### src/rtl/ct_spsram_fifo_pkg.sv
// Shared constants for the single-port-SRAM FIFO controller: default sizes,
// macro access kinds and the active-low control triple each one drives.
package ct_spsram_fifo_pkg;

  localparam int ADDR_WIDTH_DEF = 9;
  localparam int DATA_WIDTH_DEF = 144;
  localparam int COUNT_WIDTH    = ADDR_WIDTH_DEF + 2;

  typedef enum logic [1:0] {
    ACC_IDLE = 2'd0,
    ACC_RD   = 2'd1,
    ACC_WR   = 2'd2
  } acc_e;

  // Control triple packed as {CEN, GWEN, WEN fill value}, all active-low.
  localparam logic [2:0] CTRL_IDLE = 3'b111;
  localparam logic [2:0] CTRL_RD   = 3'b011;
  localparam logic [2:0] CTRL_WR   = 3'b000;

  function automatic logic [2:0] acc_ctrl(input acc_e acc);
    acc_ctrl = CTRL_IDLE;
    case (acc)
      ACC_RD:  acc_ctrl = CTRL_RD;
      ACC_WR:  acc_ctrl = CTRL_WR;
      default: acc_ctrl = CTRL_IDLE;
    endcase
  endfunction

endpackage

### src/rtl/ct_spsram_fifo_obuf.sv
// Two-entry output buffer holding data returned by the macro. Push and pop
// in the same cycle are both honoured; the head is presented combinationally.
module ct_spsram_fifo_obuf
  import ct_spsram_fifo_pkg::*;
#(
  parameter int DATA_WIDTH = DATA_WIDTH_DEF
) (
  input  logic                  clk,
  input  logic                  rst_n,
  input  logic                  flush,
  input  logic                  push,
  input  logic [DATA_WIDTH-1:0] push_data,
  input  logic                  pop,
  output logic [1:0]            ob_cnt,
  output logic [DATA_WIDTH-1:0] head
);

  logic [DATA_WIDTH-1:0] mem [2];
  logic                  wr_idx;
  logic                  rd_idx;
  logic [1:0]            cnt;

  // Storage entries: each slot loads only when the write index points at it.
  // Contents survive flush; the head is don't-care while the buffer is empty.
  genvar gi;
  generate
    for (gi = 0; gi < 2; gi++) begin : g_entry
      always_ff @(posedge clk or negedge rst_n) begin
        if (!rst_n) begin
          mem[gi] <= '0;
        end else if (push && !flush && (wr_idx == 1'(gi))) begin
          mem[gi] <= push_data;
        end
      end
    end
  endgenerate

  // Index and occupancy bookkeeping; flush empties the buffer.
  always_ff @(posedge clk or negedge rst_n) begin
    if (!rst_n) begin
      wr_idx <= 1'b0;
      rd_idx <= 1'b0;
      cnt    <= 2'd0;
    end else if (flush) begin
      wr_idx <= 1'b0;
      rd_idx <= 1'b0;
      cnt    <= 2'd0;
    end else begin
      if (push) wr_idx <= ~wr_idx;
      if (pop)  rd_idx <= ~rd_idx;
      cnt <= cnt + {1'b0, push} - {1'b0, pop};
    end
  end

  assign ob_cnt = cnt;
  assign head   = mem[rd_idx];

endmodule

### src/rtl/ct_spsram_fifo_ctrl.sv
// FIFO controller in front of a single-port SRAM macro. One macro access per
// cycle; reads win over writes whenever the output buffer has credit, and
// read data lands in a 2-entry buffer one cycle after the access.
module ct_spsram_fifo_ctrl
  import ct_spsram_fifo_pkg::*;
#(
  parameter int ADDR_WIDTH = ADDR_WIDTH_DEF,
  parameter int DATA_WIDTH = DATA_WIDTH_DEF,
  parameter int DEPTH      = 2 ** ADDR_WIDTH
) (
  input  logic                  forever_cpuclk,
  input  logic                  cpurst_b,
  input  logic                  flush,
  input  logic                  wr_vld,
  input  logic [DATA_WIDTH-1:0] wr_data,
  output logic                  wr_rdy,
  output logic                  rd_vld,
  output logic [DATA_WIDTH-1:0] rd_data,
  input  logic                  rd_rdy,
  output logic [ADDR_WIDTH+1:0] count,
  output logic [ADDR_WIDTH-1:0] sram_A,
  output logic                  sram_CEN,
  output logic                  sram_GWEN,
  output logic [DATA_WIDTH-1:0] sram_WEN,
  output logic [DATA_WIDTH-1:0] sram_D,
  input  logic [DATA_WIDTH-1:0] sram_Q
);

  localparam int                  CW       = ADDR_WIDTH + 2;
  localparam logic [ADDR_WIDTH:0] FULL_CNT = (ADDR_WIDTH + 1)'(DEPTH);

  logic [ADDR_WIDTH-1:0] wptr;
  logic [ADDR_WIDTH-1:0] rptr;
  logic [ADDR_WIDTH-1:0] a_hold;
  logic [DATA_WIDTH-1:0] d_hold;
  logic [ADDR_WIDTH:0]   sram_cnt;
  logic                  inflight;
  logic [1:0]            ob_cnt;
  logic [CW-1:0]         count_reg;
  logic                  pop;
  logic                  credit_ok;
  logic                  rd_sel;
  logic                  wr_fire;
  acc_e                  acc;
  logic [2:0]            ctrl;

  // A pop frees one buffer slot this cycle, so it counts as credit for a read.
  assign pop       = rd_vld & rd_rdy & ~flush;
  assign credit_ok = ({1'b0, ob_cnt} + {2'b00, inflight}) < (3'd2 + {2'b00, pop});

  // Both access requests are gated by the raw reset so the macro sees CEN
  // high the instant reset asserts, not at the next clock edge.
  assign rd_sel  = cpurst_b & ~flush & (sram_cnt != '0) & credit_ok;
  assign wr_rdy  = ~rd_sel & (sram_cnt < FULL_CNT) & ~flush;
  assign wr_fire = cpurst_b & wr_vld & wr_rdy;

  // Pick this cycle's macro access, read first.
  always_comb begin
    acc = ACC_IDLE;
    if (rd_sel) begin
      acc = ACC_RD;
    end else if (wr_fire) begin
      acc = ACC_WR;
    end
  end

  assign ctrl      = acc_ctrl(acc);
  assign sram_CEN  = ctrl[2];
  assign sram_GWEN = ctrl[1];
  assign sram_WEN  = {DATA_WIDTH{ctrl[0]}};
  // Address and write data hold their last driven value while idle.
  assign sram_A    = rd_sel ? rptr : (wr_fire ? wptr : a_hold);
  assign sram_D    = wr_fire ? wr_data : d_hold;

  // Pointer, occupancy and read-pipeline state. Pointers are exactly
  // ADDR_WIDTH bits wide, so DEPTH-1 -> 0 wraps naturally.
  always_ff @(posedge forever_cpuclk or negedge cpurst_b) begin
    if (!cpurst_b) begin
      wptr      <= '0;
      rptr      <= '0;
      a_hold    <= '0;
      d_hold    <= '0;
      sram_cnt  <= '0;
      inflight  <= 1'b0;
      count_reg <= '0;
    end else begin
      a_hold <= sram_A;
      d_hold <= sram_D;
      if (flush) begin
        wptr      <= '0;
        rptr      <= '0;
        sram_cnt  <= '0;
        inflight  <= 1'b0;
        count_reg <= '0;
      end else begin
        if (wr_fire) wptr <= wptr + ADDR_WIDTH'(1);
        if (rd_sel)  rptr <= rptr + ADDR_WIDTH'(1);
        inflight <= rd_sel;
        case ({wr_fire, rd_sel})
          2'b10:   sram_cnt <= sram_cnt + (ADDR_WIDTH + 1)'(1);
          2'b01:   sram_cnt <= sram_cnt - (ADDR_WIDTH + 1)'(1);
          default: sram_cnt <= sram_cnt;
        endcase
        // Entries only enter via push and leave via pop; internal moves
        // between SRAM, in-flight read and buffer keep the total unchanged.
        case ({wr_fire, pop})
          2'b10:   count_reg <= count_reg + CW'(1);
          2'b01:   count_reg <= count_reg - CW'(1);
          default: count_reg <= count_reg;
        endcase
      end
    end
  end

  assign count  = count_reg;
  assign rd_vld = (ob_cnt != 2'd0);

  ct_spsram_fifo_obuf #(
    .DATA_WIDTH (DATA_WIDTH)
  ) u_obuf (
    .clk       (forever_cpuclk),
    .rst_n     (cpurst_b),
    .flush     (flush),
    .push      (inflight & ~flush),
    .push_data (sram_Q),
    .pop       (pop),
    .ob_cnt    (ob_cnt),
    .head      (rd_data)
  );

endmodule
### config.mk
export PLATFORM = sky130hd
export DESIGN_NAME = ct_spsram_fifo_ctrl
export DESIGN_NICKNAME = d
export VERILOG_FILES = /design/src/rtl/ct_spsram_fifo_pkg.sv /design/src/rtl/ct_spsram_fifo_obuf.sv /design/src/rtl/ct_spsram_fifo_ctrl.sv
export SDC_FILE = /design/constraint.sdc
export NUM_CORES = 1
export LEC_CHECK = 0
export ABC_AREA = 1
export CORE_AREA = 2 2 296 298
export DETAILED_ROUTE_END_ITERATION = 16
export DIE_AREA = 0 0 298 300
export PLACE_DENSITY_LB_ADDON = 0.2
export SYNTH_ARGS = -nofsm -noshare
export SYNTH_HDL_FRONTEND = slang
export SYNTH_HIERARCHICAL = 1
export SYNTH_SLANG_ARGS = --single-unit
### constraint.sdc
create_clock -name forever_cpuclk -period 7.22 [get_ports forever_cpuclk]
set_clock_uncertainty 0.05 [all_clocks]
set_input_delay 1.444 -clock forever_cpuclk [delete_from_list [all_inputs] [get_ports forever_cpuclk]]
set_output_delay 1.444 -clock forever_cpuclk [all_outputs]
set_load 0.03 [all_outputs]
==> qor.yml <==
run_status: "finished, final reports clean"
synth.net_count: 2747
fmax_mhz: 160
total_iterations_of_the_first_detailed_routing_run: 5
comb_power_share_pct: 47.1
ioPinCount: 749
topmost_layer_with_routed_signal_wires: "met5"
core-area_sq_um: 86200
syn_avg_cell_area_sq_um: 9.11
critPathMaxFanout: 54
ctsHtreeMaxLevel: 2
grt_antenna_before_repair: 21
hold_path.startpoint: "d_hold[17]"
finalHoldViolCount: 0
track_usage_pct: 15.8
synth_top_area_cell: "sky130_fd_sc_hd__dfrtp_1"
netlist-cell-type-count: 41
layout_common_cells: "sky130_fd_sc_hd__nand2_1, sky130_fd_sc_hd__clkdlybuf4s50_1, sky130_fd_sc_hd__dfrtp_1"
worstReg2RegStart: "u_obuf/ob_cnt[0]"
grt_max_degree: 216
tightestPinTransition_ps: 1130
cts_tree: "yes"
timing.critical_path.to_type: "output pin"
drt.antenna.violating_nets: 0
min_period_over_period_pct: 86.7
clkTransAtPathRegs_ps: 60
finalSetupViolations: 0
synthesis.instances: 2442
cts.repair_timing.setup_buffer_count: 0
synthesis.yosys.warnings: 6
buffer_ports.inserted: 748
setup_ws_ps: 958
initialDrtViolationCount: 958
yosysTopAreaCellShare_pct: 54.5
power.leakage_nw: 15.1
clk_latency_ps: 600
routed-wl-met3_um: 5210
clock_path_buffers: 3
final_common_cell: "sky130_fd_sc_hd__nand2_1"
setup_tns_after_final_layout_ps: 0
rr_endpoint: "count[8]"
unrepaired_setup_endpoints_after_global_routing: "no"
drive_above_1_share_pct: 13.2
worst_hold_path_type: "reg -> reg"
ffs_w_async_s_r_synth_pct: 100
power_switching_share_pct: 40.1
timing.final.crit_period_ps: 6260
y_dimension_of_the_die_um: 300
die_width_um: 298
power_report.internal_total_w: 0.00812
clock_root_cell: "sky130_fd_sc_hd__clkbuf_16"
r2r_cells: 20
max_slew_margin_pct: 24.8
detailed_place_hpwl_um: 52500
worst-r2r-setup-slack_ps: 3790
nets: 3312
cp_data_arrival_time_ps: 4770
drt-vias-per-instance: 4.16
rows: 108
finalMaxSlewViolations: 0
worstPathRequired_ps: 5730
switching_power_total_w: 0.00543
power_w: 0.0135
ys_dominant_reg_cell: "sky130_fd_sc_hd__dfrtp_1"
hold_depth: 2
worst_setup_slack_after_placement_ps: 914
clk_network_pwr_share_pct: 21.7
cts_hold_repair.buffers: 0
maxCapViolCount: 0
fin_hold_ws_ps: 422
route.final.wire_length_um: 73500
power.sequential.fraction_pct: 31.2
routabilityCongestion: 0.820
timing.critical_path.from_type: "input port"
die_area_sq_um: 89400
drc: 0
vdd.ir_drop.worst_uv: 260
synth-seq-area-share_pct: 54.5
drt-wirelength-per-cell_um: 17.4
hold_path_end: "d_hold[17]"
met2_wirelength_um: 36100
syn-cell-area_sq_um: 22300
post_cts.resized_instances: 0
area_growth_from_synthesis_to_layout_pct: 42.3
vias: 17600
flip_flop_count_of_the_largest_register_all_copies_and_words_added: 288
starting_density_of_the_core_pct: 25.8
criticalPathCategory: "in -> out"
tritoncts.num_buffers: 58
global_route_wire_length_before_repair_um: 109000
postSynthRegisterBits: 485
yosys-top-cells-area: "sky130_fd_sc_hd__dfrtp_1, sky130_fd_sc_hd__nand2_1, sky130_fd_sc_hd__mux2_2"
globalRouteOverflowTotal: 0
p_per_area_nw_per_um2: 428
grt_pass1_vias: 17400
detail_route.wirelength.met1_um: 30100
synth_edf_count: 0
clock-sinks: 485
==> per-stage QoR <==
| step | std cells | util, % | area (sq um) |
|---|---|---|---|
| floorplan | 2442 | - | 22300 |
| global placement | 4102 | 34.5 | 29700 |
| detailed placement | 4102 | 34.5 | 29700 |
| CTS | 4208 | 36.7 | 31600 |
| global route | 4217 | 36.7 | 31700 |
| finish | 4222 | 36.7 | 31700 |
==> worst max-delay path, stage by stage <==
cell	delay [ps]
sky130_fd_sc_hd__clkdlybuf4s50_1	880
sky130_fd_sc_hd__inv_4	200
sky130_fd_sc_hd__nand2_1	120
sky130_fd_sc_hd__nor2_2	50
sky130_fd_sc_hd__nand3_4	80
sky130_fd_sc_hd__nand4_4	290
sky130_fd_sc_hd__inv_4	590
sky130_fd_sc_hd__nand2_1	170
sky130_fd_sc_hd__nand3_1	170
sky130_fd_sc_hd__clkdlybuf4s50_1	740
==> logic make-up (layout without fill, tap and decap cells) <==
family                   after synthesis  in the layout  share of synthesized area, %
multiplexers                         144            144                          7.29
XOR/XNOR                               8              8                         0.315
AND/OR/NAND/NOR                      950            950                          17.0
other                                  0             14                             0
buffers and inverters                472           1083                          11.6
flip-flops                           485            485                          54.5
AO/OA/AOI/OAI                        371            371                          8.65
adder cells (fa/ha/maj)               12             12                         0.675
==> area by class of cell <==
| class | instances | area [sq um] |
|---|---|---|
| fill | 8926 | 54500 |
| sequential | 485 | 12100 |
| timing repair buffer | 767 | 7780 |
| multi-input combinational | 1485 | 7540 |
| clock buffer | 91 | 1770 |
| tap | 1155 | 1450 |
| inverter | 210 | 796 |
| clock inverter | 15 | 154 |
| antenna | 14 | 35.0 |
==> worst max path at each step <==
| stage | startpoint | endpoint | slack [ps] |
|---|---|---|---|
| 6_report | flush | sram_A[2] | 960 |
| 3_3_place_gp | flush | sram_D[120] | 910 |
| 3_5_place_dp | flush | sram_A[2] | 910 |
| 5_1_grt | flush | sram_D[120] | 640 |
| 2_1_floorplan | flush | sram_D[134] | 1400 |
| 4_1_cts | flush | sram_A[2] | 900 |
==> power by group through the flow <==
stage | clock network, W | registers [W] | logic, W
2_1_floorplan | 0 | 0.00414 | 0.00384
3_3_place_gp | 0 | 0.00424 | 0.00644
3_5_place_dp | 0 | 0.00426 | 0.00645
4_1_cts | 0.00306 | 0.00423 | 0.00648
5_1_grt | 0.00317 | 0.00435 | 0.00679
6_report | 0.00294 | 0.00422 | 0.00638
==> cell usage after synthesis (all sizes together), types with 2 or more instances <==
master	instances
a211oi	2
a21oi	20
a31oi	6
buf	234
clkbuf	28
dfrtp	485
ha	12
inv	210
mux2	144
nand2	850
nand3	38
nand3b	5
nand4	5
nor2	48
nor3	3
o211ai	2
o21a	2
o21ai	323
o22ai	7
o41ai	6
xnor2	2
xor2	6
==> routing by layer <==
layer | track usage [%] | vias to the layer above
li1 | - | 8787
met1 | 19.0 | 8221
met2 | 26.7 | 435
met3 | 4.99 | 109
met4 | 5.31 | 12
met5 | 0 | -
No activity file was read; power rests on OpenSTA's default activity.
